<file path="config.mk">
export PLATFORM = sky130hd
export DESIGN_NAME = fmdownsample_axi
export DESIGN_NICKNAME = d
export VERILOG_FILES = /design/src/rtl/fmdownsample_pkg.sv /design/src/rtl/fmdownsample_axilite.sv /design/src/rtl/fmdownsample_axi.sv
export SDC_FILE = /design/constraint.sdc
export NUM_CORES = 1
export LEC_CHECK = 0
export ABC_AREA = 0
export CAP_MARGIN = 20
export CORE_UTILIZATION = 40
export CTS_CLUSTER_DIAMETER = 150
export DETAILED_ROUTE_END_ITERATION = 7
export GPL_TIMING_DRIVEN = 0
export MAX_ROUTING_LAYER = met4
export PLACE_DENSITY = 0.61
export SYNTH_ARGS = -nofsm -noshare
export SYNTH_HDL_FRONTEND = slang
export SYNTH_SLANG_ARGS = --single-unit
</file>
<file path="constraint.sdc">
create_clock -name ap_clk -period 4.4 [get_ports ap_clk]
set_input_delay 0.88 -clock ap_clk [delete_from_list [all_inputs] [get_ports ap_clk]]
set_output_delay 0.88 -clock ap_clk [all_outputs]
set_load 0.01 [all_outputs]
</file>
<file path="src/rtl/fmdownsample_pkg.sv">
// Shared definitions for the strided feature-map downsampler: register map,
// configuration bundle, AXI-Lite FSM states and the stream width helper.
package fmdownsample_pkg;

    // AXI-Lite word addresses of the configuration registers
    localparam logic [2:0] ADDR_XEND    = 3'd0;
    localparam logic [2:0] ADDR_XSTRIDE = 3'd1;
    localparam logic [2:0] ADDR_YEND    = 3'd4;
    localparam logic [2:0] ADDR_YSTRIDE = 3'd5;

    // Configuration fields are carried at a fixed width; counter widths up to
    // CFG_W bits are supported and the consumer slices off what it needs.
    localparam int CFG_W = 16;

    typedef struct packed {
        logic [CFG_W-1:0] xend;
        logic [CFG_W-1:0] xstride_m1;
        logic [CFG_W-1:0] yend;
        logic [CFG_W-1:0] ystride_m1;
    } cfg_t;

    typedef enum logic [1:0] {
        WR_ADDR,
        WR_DATA,
        WR_RESP
    } wr_state_t;

    typedef enum logic {
        RD_ADDR,
        RD_DATA
    } rd_state_t;

    // Stream beat width: SIMD elements rounded up to whole bytes
    function automatic int stream_bits(input int simd, input int elem_bits);
        return 8 * (1 + (simd * elem_bits - 1) / 8);
    endfunction

endpackage

</file>
<file path="src/rtl/fmdownsample_axilite.sv">
// AXI-Lite slave holding the staging copy of the downsampler geometry.
// One write and one read may be outstanding at a time; handshake outputs
// are registered.
module fmdownsample_axilite
    import fmdownsample_pkg::*;
#(
    parameter int XCOUNTER_BITS    = 8,
    parameter int YCOUNTER_BITS    = 8,
    parameter int INIT_XEND        = 0,
    parameter int INIT_YEND        = 0,
    parameter int INIT_XSTRIDE_M1  = 0,
    parameter int INIT_YSTRIDE_M1  = 0
) (
    input  logic        clk_i,
    input  logic        rst_i,
    input  logic        awvalid_i,
    output logic        awready_o,
    input  logic [2:0]  awaddr_i,
    input  logic        wvalid_i,
    output logic        wready_o,
    input  logic [31:0] wdata_i,
    output logic        bvalid_o,
    input  logic        bready_i,
    input  logic        arvalid_i,
    output logic        arready_o,
    input  logic [2:0]  araddr_i,
    output logic        rvalid_o,
    input  logic        rready_i,
    output logic [31:0] rdata_o,
    output cfg_t        cfg_o
);

    wr_state_t                wr_state_q;
    rd_state_t                rd_state_q;
    logic [2:0]               waddr_q;
    logic                     awready_q;
    logic                     wready_q;
    logic                     bvalid_q;
    logic                     arready_q;
    logic                     rvalid_q;
    logic [31:0]              rdata_q;
    logic [31:0]              rd_word;
    logic [XCOUNTER_BITS-1:0] xend_q;
    logic [XCOUNTER_BITS-1:0] xstride_q;
    logic [YCOUNTER_BITS-1:0] yend_q;
    logic [YCOUNTER_BITS-1:0] ystride_q;

    // Only the low counter-width bits of a write are stored
    logic unused_wdata;
    assign unused_wdata = ^wdata_i;

    // Write channel: AW, then W (register update), then B; staging regs live here
    always_ff @(posedge clk_i or posedge rst_i) begin
        if (rst_i) begin
            wr_state_q <= WR_ADDR;
            waddr_q    <= '0;
            awready_q  <= 1'b1;
            wready_q   <= 1'b0;
            bvalid_q   <= 1'b0;
            xend_q     <= XCOUNTER_BITS'(INIT_XEND);
            xstride_q  <= XCOUNTER_BITS'(INIT_XSTRIDE_M1);
            yend_q     <= YCOUNTER_BITS'(INIT_YEND);
            ystride_q  <= YCOUNTER_BITS'(INIT_YSTRIDE_M1);
        end else begin
            case (wr_state_q)
                WR_ADDR: begin
                    if (awvalid_i) begin
                        waddr_q    <= awaddr_i;
                        awready_q  <= 1'b0;
                        wready_q   <= 1'b1;
                        wr_state_q <= WR_DATA;
                    end
                end
                WR_DATA: begin
                    if (wvalid_i) begin
                        case (waddr_q)
                            ADDR_XEND:    xend_q    <= wdata_i[XCOUNTER_BITS-1:0];
                            ADDR_XSTRIDE: xstride_q <= wdata_i[XCOUNTER_BITS-1:0];
                            ADDR_YEND:    yend_q    <= wdata_i[YCOUNTER_BITS-1:0];
                            ADDR_YSTRIDE: ystride_q <= wdata_i[YCOUNTER_BITS-1:0];
                            default:      ;
                        endcase
                        wready_q   <= 1'b0;
                        bvalid_q   <= 1'b1;
                        wr_state_q <= WR_RESP;
                    end
                end
                WR_RESP: begin
                    if (bready_i) begin
                        bvalid_q   <= 1'b0;
                        awready_q  <= 1'b1;
                        wr_state_q <= WR_ADDR;
                    end
                end
                default: begin
                    wr_state_q <= WR_ADDR;
                    awready_q  <= 1'b1;
                    wready_q   <= 1'b0;
                    bvalid_q   <= 1'b0;
                end
            endcase
        end
    end

    // Readback mux, zero-extended; unmapped addresses read as zero
    always_comb begin
        rd_word = '0;
        case (araddr_i)
            ADDR_XEND:    rd_word = 32'(xend_q);
            ADDR_XSTRIDE: rd_word = 32'(xstride_q);
            ADDR_YEND:    rd_word = 32'(yend_q);
            ADDR_YSTRIDE: rd_word = 32'(ystride_q);
            default:      rd_word = '0;
        endcase
    end

    // Read channel: AR captures data, R held until RREADY, ARREADY closed meanwhile
    always_ff @(posedge clk_i or posedge rst_i) begin
        if (rst_i) begin
            rd_state_q <= RD_ADDR;
            arready_q  <= 1'b1;
            rvalid_q   <= 1'b0;
            rdata_q    <= '0;
        end else begin
            case (rd_state_q)
                RD_ADDR: begin
                    if (arvalid_i) begin
                        arready_q  <= 1'b0;
                        rvalid_q   <= 1'b1;
                        rdata_q    <= rd_word;
                        rd_state_q <= RD_DATA;
                    end
                end
                RD_DATA: begin
                    if (rready_i) begin
                        rvalid_q   <= 1'b0;
                        arready_q  <= 1'b1;
                        rd_state_q <= RD_ADDR;
                    end
                end
                default: rd_state_q <= RD_ADDR;
            endcase
        end
    end

    assign awready_o = awready_q;
    assign wready_o  = wready_q;
    assign bvalid_o  = bvalid_q;
    assign arready_o = arready_q;
    assign rvalid_o  = rvalid_q;
    assign rdata_o   = rdata_q;

    assign cfg_o.xend       = CFG_W'(xend_q);
    assign cfg_o.xstride_m1 = CFG_W'(xstride_q);
    assign cfg_o.yend       = CFG_W'(yend_q);
    assign cfg_o.ystride_m1 = CFG_W'(ystride_q);

endmodule

</file>
<file path="src/rtl/fmdownsample_axi.sv">
// Strided feature-map downsampler: forwards only pixels whose x and y phase
// are both zero, with geometry and strides programmed over AXI-Lite.
// NUM_CHANNELS must be a multiple of SIMD.
module fmdownsample_axi
    import fmdownsample_pkg::*;
#(
    parameter int XCOUNTER_BITS   = 8,
    parameter int YCOUNTER_BITS   = 8,
    parameter int NUM_CHANNELS    = 4,
    parameter int SIMD            = 2,
    parameter int ELEM_BITS       = 4,
    parameter int INIT_XEND       = 0,
    parameter int INIT_YEND       = 0,
    parameter int INIT_XSTRIDE_M1 = 0,
    parameter int INIT_YSTRIDE_M1 = 0,
    localparam int STREAM_BITS    = stream_bits(SIMD, ELEM_BITS)
) (
    input  logic                   ap_clk,
    input  logic                   ap_rst,
    input  logic                   s_axilite_AWVALID,
    output logic                   s_axilite_AWREADY,
    input  logic [2:0]             s_axilite_AWADDR,
    input  logic                   s_axilite_WVALID,
    output logic                   s_axilite_WREADY,
    input  logic [31:0]            s_axilite_WDATA,
    input  logic [3:0]             s_axilite_WSTRB,
    output logic                   s_axilite_BVALID,
    input  logic                   s_axilite_BREADY,
    output logic [1:0]             s_axilite_BRESP,
    input  logic                   s_axilite_ARVALID,
    output logic                   s_axilite_ARREADY,
    input  logic [2:0]             s_axilite_ARADDR,
    output logic                   s_axilite_RVALID,
    input  logic                   s_axilite_RREADY,
    output logic [31:0]            s_axilite_RDATA,
    output logic [1:0]             s_axilite_RRESP,
    output logic                   s_axis_tready,
    input  logic                   s_axis_tvalid,
    input  logic [STREAM_BITS-1:0] s_axis_tdata,
    input  logic                   m_axis_tready,
    output logic                   m_axis_tvalid,
    output logic [STREAM_BITS-1:0] m_axis_tdata
);

    localparam int BEATS  = NUM_CHANNELS / SIMD;
    localparam int S_BITS = (BEATS > 1) ? $clog2(BEATS) : 1;

    cfg_t stage_cfg;

    logic [XCOUNTER_BITS-1:0] xend_q, xstride_q;
    logic [YCOUNTER_BITS-1:0] yend_q, ystride_q;
    logic [S_BITS-1:0]        s_q, s_d;
    logic [XCOUNTER_BITS-1:0] x_q, x_d, xph_q, xph_d;
    logic [YCOUNTER_BITS-1:0] y_q, y_d, yph_q, yph_d;
    logic                     tvalid_q;
    logic [STREAM_BITS-1:0]   tdata_q;
    logic                     keep;
    logic                     in_xfer;
    logic                     cfg_load;

    // Full-word writes only; upper staging bits beyond the counter widths are zero
    logic unused_inputs;
    assign unused_inputs = ^{s_axilite_WSTRB, stage_cfg};

    fmdownsample_axilite #(
        .XCOUNTER_BITS   (XCOUNTER_BITS),
        .YCOUNTER_BITS   (YCOUNTER_BITS),
        .INIT_XEND       (INIT_XEND),
        .INIT_YEND       (INIT_YEND),
        .INIT_XSTRIDE_M1 (INIT_XSTRIDE_M1),
        .INIT_YSTRIDE_M1 (INIT_YSTRIDE_M1)
    ) u_axilite (
        .clk_i     (ap_clk),
        .rst_i     (ap_rst),
        .awvalid_i (s_axilite_AWVALID),
        .awready_o (s_axilite_AWREADY),
        .awaddr_i  (s_axilite_AWADDR),
        .wvalid_i  (s_axilite_WVALID),
        .wready_o  (s_axilite_WREADY),
        .wdata_i   (s_axilite_WDATA),
        .bvalid_o  (s_axilite_BVALID),
        .bready_i  (s_axilite_BREADY),
        .arvalid_i (s_axilite_ARVALID),
        .arready_o (s_axilite_ARREADY),
        .araddr_i  (s_axilite_ARADDR),
        .rvalid_o  (s_axilite_RVALID),
        .rready_i  (s_axilite_RREADY),
        .rdata_o   (s_axilite_RDATA),
        .cfg_o     (stage_cfg)
    );

    assign s_axilite_BRESP = 2'b00;
    assign s_axilite_RRESP = 2'b00;

    assign keep          = (xph_q == '0) && (yph_q == '0);
    assign s_axis_tready = !keep || !tvalid_q || m_axis_tready;
    assign in_xfer       = s_axis_tvalid && s_axis_tready;
    // Config only changes between images, on an idle cycle at pixel (0,0)
    assign cfg_load      = (s_q == '0) && (x_q == '0) && (y_q == '0) && !in_xfer;

    // Active geometry: shadow of the staging registers, updated at image boundaries
    always_ff @(posedge ap_clk or posedge ap_rst) begin
        if (ap_rst) begin
            xend_q    <= XCOUNTER_BITS'(INIT_XEND);
            xstride_q <= XCOUNTER_BITS'(INIT_XSTRIDE_M1);
            yend_q    <= YCOUNTER_BITS'(INIT_YEND);
            ystride_q <= YCOUNTER_BITS'(INIT_YSTRIDE_M1);
        end else if (cfg_load) begin
            xend_q    <= stage_cfg.xend[XCOUNTER_BITS-1:0];
            xstride_q <= stage_cfg.xstride_m1[XCOUNTER_BITS-1:0];
            yend_q    <= stage_cfg.yend[YCOUNTER_BITS-1:0];
            ystride_q <= stage_cfg.ystride_m1[YCOUNTER_BITS-1:0];
        end
    end

    // Beat/column/row counters with stride phases; phases restart on row/image wrap
    always_comb begin
        s_d   = s_q;
        x_d   = x_q;
        y_d   = y_q;
        xph_d = xph_q;
        yph_d = yph_q;
        if (in_xfer) begin
            if (s_q != S_BITS'(BEATS - 1)) begin
                s_d = s_q + S_BITS'(1);
            end else begin
                s_d = '0;
                if (x_q == xend_q) begin
                    x_d   = '0;
                    xph_d = '0;
                    if (y_q == yend_q) begin
                        y_d   = '0;
                        yph_d = '0;
                    end else begin
                        y_d   = y_q + YCOUNTER_BITS'(1);
                        yph_d = (yph_q == ystride_q) ? '0 : yph_q + YCOUNTER_BITS'(1);
                    end
                end else begin
                    x_d   = x_q + XCOUNTER_BITS'(1);
                    xph_d = (xph_q == xstride_q) ? '0 : xph_q + XCOUNTER_BITS'(1);
                end
            end
        end
    end

    // Counter state registers
    always_ff @(posedge ap_clk or posedge ap_rst) begin
        if (ap_rst) begin
            s_q   <= '0;
            x_q   <= '0;
            y_q   <= '0;
            xph_q <= '0;
            yph_q <= '0;
        end else begin
            s_q   <= s_d;
            x_q   <= x_d;
            y_q   <= y_d;
            xph_q <= xph_d;
            yph_q <= yph_d;
        end
    end

    // Output valid: set by a kept beat, cleared by a handshake with nothing new
    always_ff @(posedge ap_clk or posedge ap_rst) begin
        if (ap_rst) begin
            tvalid_q <= 1'b0;
        end else if (in_xfer && keep) begin
            tvalid_q <= 1'b1;
        end else if (m_axis_tready) begin
            tvalid_q <= 1'b0;
        end
    end

    // Output data: only loaded by a kept beat, so it holds during a stall
    always_ff @(posedge ap_clk) begin
        if (in_xfer && keep) begin
            tdata_q <= s_axis_tdata;
        end
    end

    assign m_axis_tvalid = tvalid_q;
    assign m_axis_tdata  = tdata_q;

endmodule

</file>
Word level (Yosys, flattened, before mapping)
Index checks and enable logic that the tools add are counted. W data, S select, Z words.

Register bits after elaboration: 149. Bits in latches: 0. RAM bits: 0. Bits in read-only memories: 0. Input port bits: 59. Output and inout bits: 51. Logic and storage cells: 115. Memories: 0.

Add/sub/neg operators: 5. Multipliers: 0. Div/mod/pow operators: 0. Order comparisons: 0. Equality and inequality tests: 17. Shifts and indexed selects: 0. Mux-type cells: 32. Bitwise operators: 5. Reduce and logical (&&, ||, !) cells: 32.

Operators by type and width (count): $mux W8 (6); $add A8 B1 Y8 const B (4); $eq A8 B8 Y1 (4); $logic_not A8 Y1 (4); $pmux W8 S4 (1); $reduce_and A3 Y1 (9); $mux W1 (15); $eq A3 B3 Y1 const B (4); $ne A2 B2 Y1 const B (5); $pmux W1 S3 (3); $reduce_and A2 Y1 (4); $eq A3 B1 Y1 const B (2); $logic_and A1 B1 Y1 (6); $logic_not A3 Y1 (2); $mux W2 (3); $pmux W1 S2 (3); $pmux W2 S3 (1); $not A1 Y1 (5); $logic_not A1 Y1 (3); $eq A2 B1 Y1 const B (1); $eq A2 B2 Y1 const B (1); $logic_not A2 Y1 (1); $logic_or A1 B1 Y1 (2); $reduce_bool A2 Y1 (1); $add A1 B1 Y1 const B (1).

Depth between registers and ports, before layout
Gate-level depths: netlist (run 1).

Depth after elaboration: 8. Mapped depth: 9. Gate-level depth less buffers: 7.

Hierarchy
From an unflattened synthesis (run 1), not the netlist that was laid out.

Cell total of the unflattened synthesis: 538. Area total of the unflattened synthesis: 6472.5 sq um.

By module, submodules not included: fmdownsample_axi (instances 1, cells each 339, area each 3834.9 sq um, sequential area each 1891.8 sq um); fmdownsample_axilite (instances 1, cells each 199, area each 2637.5 sq um, sequential area each 1278.7 sq um).

Worst setup path after synthesis (run 1)
No wires, ideal clock.

Path type: input to register. Start: input m_axis_tready. End: register xend_q[0]. Setup time: 125 ps. Arrival: 2110 ps. Required time: 4275 ps. Slack: 2165 ps. Stages: 5. Path buffers: 1. Cell sequence: and4b_1 nand4bb_4 a21oi_2 buf_4 mux2_2.

Longest elaborated chain between the ends: 4.

RTL lines: from (decl) (RTL line fmdownsample_axi.sv:40) `input logic m_axis_tready,`; $logic_or A1 B1 Y1 (RTL line fmdownsample_axi.sv:96) `assign s_axis_tready = !keep || !tvalid_q || m_axis_tready;`; named net s_axis_tready (RTL line fmdownsample_axi.sv:37) `output logic s_axis_tready,`; $logic_and A1 B1 Y1 (RTL line fmdownsample_axi.sv:97) `assign in_xfer = s_axis_tvalid && s_axis_tready;`; $logic_not A1 Y1 (RTL line fmdownsample_axi.sv:99) `assign cfg_load = (s_q == '0) && (x_q == '0) && (y_q == '0) && !in_xfer;`; $logic_and A1 B1 Y1 (RTL line fmdownsample_axi.sv:99); to (signal assigned) (RTL line fmdownsample_axi.sv:104) `xend_q <= XCOUNTER_BITS'(INIT_XEND);`; to (signal assigned) (RTL line fmdownsample_axi.sv:109) `xend_q <= stage_cfg.xend[XCOUNTER_BITS-1:0];`; to (decl) (RTL line fmdownsample_axi.sv:50) `logic [XCOUNTER_BITS-1:0] xend_q, xstride_q;`.

The timed path passes the listed nets, and every way through them passes these cells. A chain may end at the register's enable or synchronous reset.

Worst setup path after layout (run 1)
Start: input m_axis_tready. End: output s_axis_tready.

Longest elaborated chain between the ends: 1.

RTL lines (RTL line): $logic_or A1 B1 Y1 (fmdownsample_axi.sv:96); to (decl) (fmdownsample_axi.sv:37).

Every way passes these cells.

==> results of run 1 <==
-- Yosys cell counts, drive strengths merged, types with 11 or more instances --
library cell / n
a21oi: 11
a22o: 18
and3: 19
buf: 38
dfrtp: 115
inv: 18
mux2: 67
nand2: 18
nand3: 20
nor2: 17
nor4: 12
o21ai: 20
xor2: 32
-- registers in the layout (all words and copies together), names as in the netlist, 2 cells and up --
name and count:
xstride_q 8, y_q 8, u_axilite.yend_q 8, ystride_q 8, yph_q 8, xph_q 8
u_axilite.ystride_q 8, xend_q 8, u_axilite.wr_state_q 2, x_q 8, u_axilite.waddr_q 3, u_axilite.xend_q 8
yend_q 8, m_axis_tdata 8, u_axilite.xstride_q 8, u_axilite.rdata_o 8
-- layout make-up --
cell class | count | area, um^2 | share of cell area (%)
buffer | 46 | 315.3 | 4.176
sequential | 125 | 3171 | 41.99
clock buffer | 21 | 481.7 | 6.379
tap | 184 | 230.2 | 3.049
inverter | 18 | 72.57 | 0.9611
timing repair buffer | 52 | 538.0 | 7.125
multi-input combinational | 337 | 2633 | 34.86
clock inverter | 9 | 110.1 | 1.458
-- kinds of logic (layout without fill, tap and decap cells) --
| family | after synthesis | in the layout | synth area share (%) |
|---|---|---|---|
| XOR/XNOR | 33 | 33 | 4.750 |
| other | 1 | 28 | 0.06163 |
| AO/OA/AOI/OAI | 76 | 76 | 8.801 |
| buffers and inverters | 64 | 146 | 6.292 |
| AND/OR/NAND/NOR | 116 | 116 | 10.82 |
| multiplexers | 76 | 76 | 15.53 |
| adder cells (fa/ha/maj) | 8 | 8 | 1.645 |
| flip-flops | 125 | 125 | 52.11 |
-- worst max-delay path by stage --
stage | endpoint | slack [ps] | cells past startpoint
final | s_axis_tready | 1170 | 4
after global routing | s_axis_tready | 1120 | 4
after CTS | s_axis_tready | 1160 | 4
after detailed placement | s_axis_tready | 1200 | 4
after global placement | yph_q[4] | -1300 | 2
after floorplan | m_axis_tvalid | 420 | 1
-- worst reg2reg max path, delay by kind of cell, from the launching register on --
kind | cells | cell delay (ps)
AOI/OAI and AO/OA | 1 | 410
DFF | 1 | 460
and+or+nand+nor | 3 | 1060
buffers and inverters | 1 | 250
xor gates and xnor gates | 1 | 200
-- metrics by stage --
step	std cells	hold WS (ps)	power (mW)	util (%)
CTS	792	473.4	3.877	51.37
detailed placement	762	459.6	2.471	47.34
floorplan	526	465.8	2.137	-
finish	792	467.3	3.850	51.37
global route	792	486.6	4.036	51.37
global placement	761	451.2	2.435	47.12
-- report_power, final --
| part | internal [mW] | total [mW] | switching, mW |
|---|---|---|---|
| Sequential | 1.42 | 1.69 | 0.271 |
| Combinational | 0.438 | 0.769 | 0.331 |
| Clock | 0.890 | 1.39 | 0.504 |
-- per-layer routing --
metal  vias up  wire [um]  global-route usage [%]
met2        74       6659                   29.90
met3        12        428                   4.236
met4         0        140                   6.528
met5         -          0                       -
li1       1956          -                       -
met1      2077       6176                   24.08
==> metrics.md, run 1 <==
| Metric | Value |
|---|---|
| Worst hold path type | flop to flop |
| Pre-CTS setup slack | 1199 ps |
| Crit-path slowest cell | clkdlybuf4s50_1 |
| Worst r2r src | x_q[6] |
| FP Rows | 44 |
| Buffers on Ports | 51 |
| R2r setup slk | 1920 ps |
| Pre-antenna DRT Iters | 7 |
| P_leak | 3.587 nW |
| Placed cell area | 0.006959 mm^2 |
| Crit Path Category | input pin to primary output |
| Vias per cell | about 5.2 |
| Remaining Overflow, GRT | 0 |
| CP cell instances | clkdlybuf4s50_1 > and4b_1 > nand4bb_4 > clkdlybuf4s50_1 |
| Core Area | 0.01470 mm^2 |
| Final hold vios | 0 |
| Seq/Total Area, Yosys | 52.11% |
| GRT Overall Usage | 18.95% |
| CTS tree | built |
| Area leader, netlist | dfrtp_1 |
| H-tree depth | 4 |
| Max VDD drop | 0.3039 mV |
| Worst setup margin | 1166 ps |
| FFs w/ async S/R, synth | 93.60% |
| Synth Instances | 499 |
| Post-route cell area | between 0.007 and 0.008 mm^2 |
| Most frequent cells in the layout | dfrtp_1 (115), mux2_2 (66), clkdlybuf4s50_1 (51), xor2_1 (32), buf_4 (31) |
| Initial antenna violation count | 0 |
| Die height | approximately 130 um |
| Startpoint types | input pin |
| Fin Setup TNS | 0 ps |
| Skew-Pair Late Insertion Delay | 420 ps |
| Most frequent CP cell | clkdlybuf4s50_1 |
| WL final | 13.40 mm |
| Hold path cells | 2 |
| Vias in the first global route | 4128 |
| Yosys warns | 0 |
| RSZ-0062 raised after global routing | false |
| Reg clk slew, reported paths | 60 ps |
| Die Width | 125.3 um |
| Fmax | approximately 0.31 GHz |
| Max-Slew Margin vs Limit | 51.22% |
| Layout cells sized above 1 | roughly 25% |
| Starting Density | 41.39% |
| Postcts setup bufs | 0 |
| Boundary Pins | 110 |
| GPL Wtd Cong | 0.8067 |
| Worst EP required | about 3500 ps |
| Slew Limit Fails | 0 |
| Max clock buf depth | 2 |
| Critical path peak fanout | 5 |
| Number of distinct library cells after synthesis | 50 |
| Synth area leaders | dfrtp_1 (47%), mux2_2 (12%), xor2_1 (4.6%) |
| HPWL after DPL | between 9 and 10 mm |
| CTS root buf | clkbuf_16 |
| Hold Path Origin | u_axilite.awready_o |
| Detailed router's first-iteration violation count | 353 |
| Avg Inst Size Synth | 12.19 um^2 |
| Min Clock Period, post-route | 3234 ps |
| Die area | 0.01571 mm^2 |
| Max Cap Viol | 0 |
| EDFF count, synth | 8 |
| Top_reg_cell synth | dfrtp_1 |
| Via count | 4119 |
| P&R area growth vs syn | 24.10% |
| Antenna-violating nets left | 0 |
| Most common cell after layout, fill and taps aside | dfrtp_1 |
| Nets@finish | approximately 660 |
| Cell Pwr Density | slightly above 500 mW/mm^2 |
| Synth top area share | 47.30% |
| R2R cell count | 6 |
| Worst path max stage delay | around 530 ps |
| Largest net degree at the start of global routing | 72 |
| DR DRC count | 0 |
| Status | finished clean |
| Crit share post-route | 73.49% |
| FILL cells | 1285 |
| Post-CTS sizing | 0 |
| Critical path arrival | ~2400 ps |
| Worst Setup SP | m_axis_tready |
| Worst Clk Skew | 8.011 ps |
| CTS sink count | 125 |
| Wire per inst | about 17 um |
| Buffer and inverter count on the worst path | 2 |
| Number of synthesized register bits | roughly 130 |
| CP delay by family, top | buffers and inverters |
| R2R Path End | yph_q[4] |
| Num CTS Buffers | 17 |
| Setup violators final | 0 |
| Synthesized cell area | between 0.006 and 0.007 mm^2 |
| Worst-Margin Slew | approximately 730 ps |
| Hold buffers post-CTS | 0 |
| Ant. Diodes | 0 |
| CP endpoint kind | primary output |
| Hold endpoint | u_axilite.awready_o |
| First-pass GRT wire length | 21.86 mm |
Note: power is estimated with default switching activity, not from simulation.
==> run 2, diff against run 1 <==
PLACE_DENSITY = 0.63   (was 0.61)
clock period = 2.8 ns   (was 4.4 ns; I/O delays follow)
==> run 2 against run 1 <==
Against the previous run: worst hold slack got worse by 3.4 ps; critical path depth fell by 1; clock power rose by 67%; register-to-register slack got worse by 1600 ps; largest cell class unchanged; highest routed layer unchanged.
==> metrics.md, run 2 (synthesis results as in run 1) <==
| Metric | Value |
|---|---|
| Status | finished clean |
| HPWL after DPL | 9.823 mm |
| Nets@finish | ~670 |
| First-pass GRT wire length | 22.26 mm |
| Vias per cell | 5.190 |
| Fmax | 0.3772 GHz |
| R2r setup slk | 280 ps |
| Reg clk slew, reported paths | 60 ps |
| Critical path peak fanout | 7 |
| WL final | 13.48 mm |
| Max-Slew Margin vs Limit | between 50 and 60% |
| Critical path arrival | around 2100 ps |
| Placed insts | ~760 |
| Die height | ~130 um |
| Most common cell after layout, fill and taps aside | dfrtp_1 |
| Antenna-violating nets left | 0 |
| Boundary Pins | 110 |
| Crit Path Category | flop to primary output |
| Worst setup margin | roughly 150 ps |
| Max clock buf depth | 2 |
| CTS sink count | approximately 130 |
| Worst Clk Skew | 6.143 ps |
| DR DRC count | 0 |
| Min Clock Period, post-route | roughly 2700 ps |
| Initial antenna violation count | 0 |
| Remaining Overflow, GRT | 0 |
| RSZ-0062 raised after global routing | false |
| R2R cell count | 6 |
| GPL Wtd Cong | around 0.8 |
| Vias in the first global route | between 4000 and 5000 |
| FP Rows | between 40 and 50 |
| Slew Limit Fails | 0 |
| Wire per inst | between 15 and 20 um |
| Buffers on Ports | 51 |
| CTS root buf | clkbuf_16 |
| H-tree depth | 4 |
| Die area | 0.01571 mm^2 |
| Max Cap Viol | 0 |
| GRT Overall Usage | 19.22% |
| Footprint of the multi-input gates | 0.002639 mm^2 |
| Final hold vios | 0 |
| Hold path cells | 2 |
| Largest net degree at the start of global routing | 39 |
| R2R Path End | yph_q[5] |
| Detailed router's first-iteration violation count | 301 |
| CTS tree | built |
| Sequential cell area | 0.003171 mm^2 |
| FILL cells | 1234 |
| Layout Cells excl Fill | between 700 and 800 |
| P&R area growth vs syn | 25.42% |
| Hold endpoint | u_axilite.awready_o |
| Crit share post-route | 94.67% |
| Pre-CTS setup slack | 178.8 ps |
| Hold_ws | between 400 and 500 ps |
| Core Area | 0.01470 mm^2 |
| Skew-Pair Late Insertion Delay | around 420 ps |
| Ant. Diodes | 0 |
| Starting Density | between 40% and 50% |
| Worst-Margin Slew | between 700 and 800 ps |
| Via count | 4126 |
| Hold Path Origin | u_axilite.awready_o |
| CP endpoint kind | primary output |
| Die Width | approximately 130 um |
| Layout cells sized above 1 | 25.53% |
| Startpoint types | flop |
| Worst EP required | 2240 ps |
| Worst r2r src | x_q[6] |
| Setup violators final | 0 |
| P_leak | 3.618 nW |
| Pre-antenna DRT Iters | 6 |
| Worst hold path type | flop to flop |
| Most frequent cells in the layout | dfrtp_1 (115), mux2_2 (66), clkdlybuf4s50_1 (50), xor2_1 (32), buf_4 (31) |
| Max VDD drop | ~0.50 mV |
| Finished Core Util | between 50% and 60% |
| Num CTS Buffers | 17 |
| Cell Pwr Density | 811.2 mW/mm^2 |
[run 2: cell types whose count changed in the layout (fill, tap and decap cells not counted), sizes merged]
| cell | previous run | this run |
|---|---|---|
| buf | 39 | 41 |
| clkbuf | 29 | 28 |
| dlygate4sd2 | 0 | 1 |
| bufinv | 2 | 3 |
| inv | 19 | 18 |
| clkdlybuf4s50 | 51 | 50 |
| clkinv | 3 | 5 |
[run 2: worst max path at each step]
stage                          endpoint  cells past startpoint     startpoint  slack (ps)
after floorplan               xend_q[0]                      6       xph_q[3]         630
after global placement     ystride_q[3]                      2         ap_rst        -260
after detailed placement      yend_q[3]                      6  m_axis_tready         180
after CTS                 s_axis_tready                      3       yph_q[5]         130
after global routing      s_axis_tready                      3       yph_q[4]          60
final                     s_axis_tready                      3       yph_q[4]         150
[run 2: report_power, final]
part,internal (mW),switching (mW),total [mW]
combinational,0.692,0.530,1.22
clock,1.51,0.811,2.32
sequential,2.22,0.423,2.65
[run 2: through the flow]
stage	total power [mW]	setup TNS [ps]	cell area (um^2)
2_1_floorplan	3.359	0	6190
3_3_place_gp	3.822	-29180	6930
3_5_place_dp	3.893	0	6990
4_1_cts	6.252	0	7631
5_1_grt	6.503	0	7631
6_report	6.190	0	7631
[run 2: cell type report]
type | instances | share of cell area (%)
clock buffers | 20 | 6.280
repair buffers | 54 | 7.460
multi-input cells | 337 | 34.58
clock inverters | 11 | 2.050
well taps | 184 | 3.017
plain buffers | 46 | 4.132
flip-flops and latches | 125 | 41.55
inverters | 18 | 0.9346
[run 2: routing by layer]
metal | GRT usage (%) | part of all wire (%) | wire length (um) | vias up
met5 | - | 0 | 0 | -
met1 | 24.02 | 45 | 6037 | 2061
met2 | 29.87 | 50 | 6707 | 96
met4 | 6.241 | 1.3 | 178 | 0
li1 | - | - | - | 1957
met3 | 5.777 | 4.1 | 556 | 12
[run 2: timing repair]
item / in CTS / in global routing
buffers inserted: 0 / 0
gates resized for setup: 2 / 0
hold buffers: 0 / 0
endpoints found under the setup margin: 1 / 0
endpoints found under the hold margin: 0 / 0
[run 2: worst max-delay path: stages (launching register included)]
cell	delay, ps
dfrtp_1	440
or4_1	600
nand4bb_4	300
dlygate4sd2_1	330
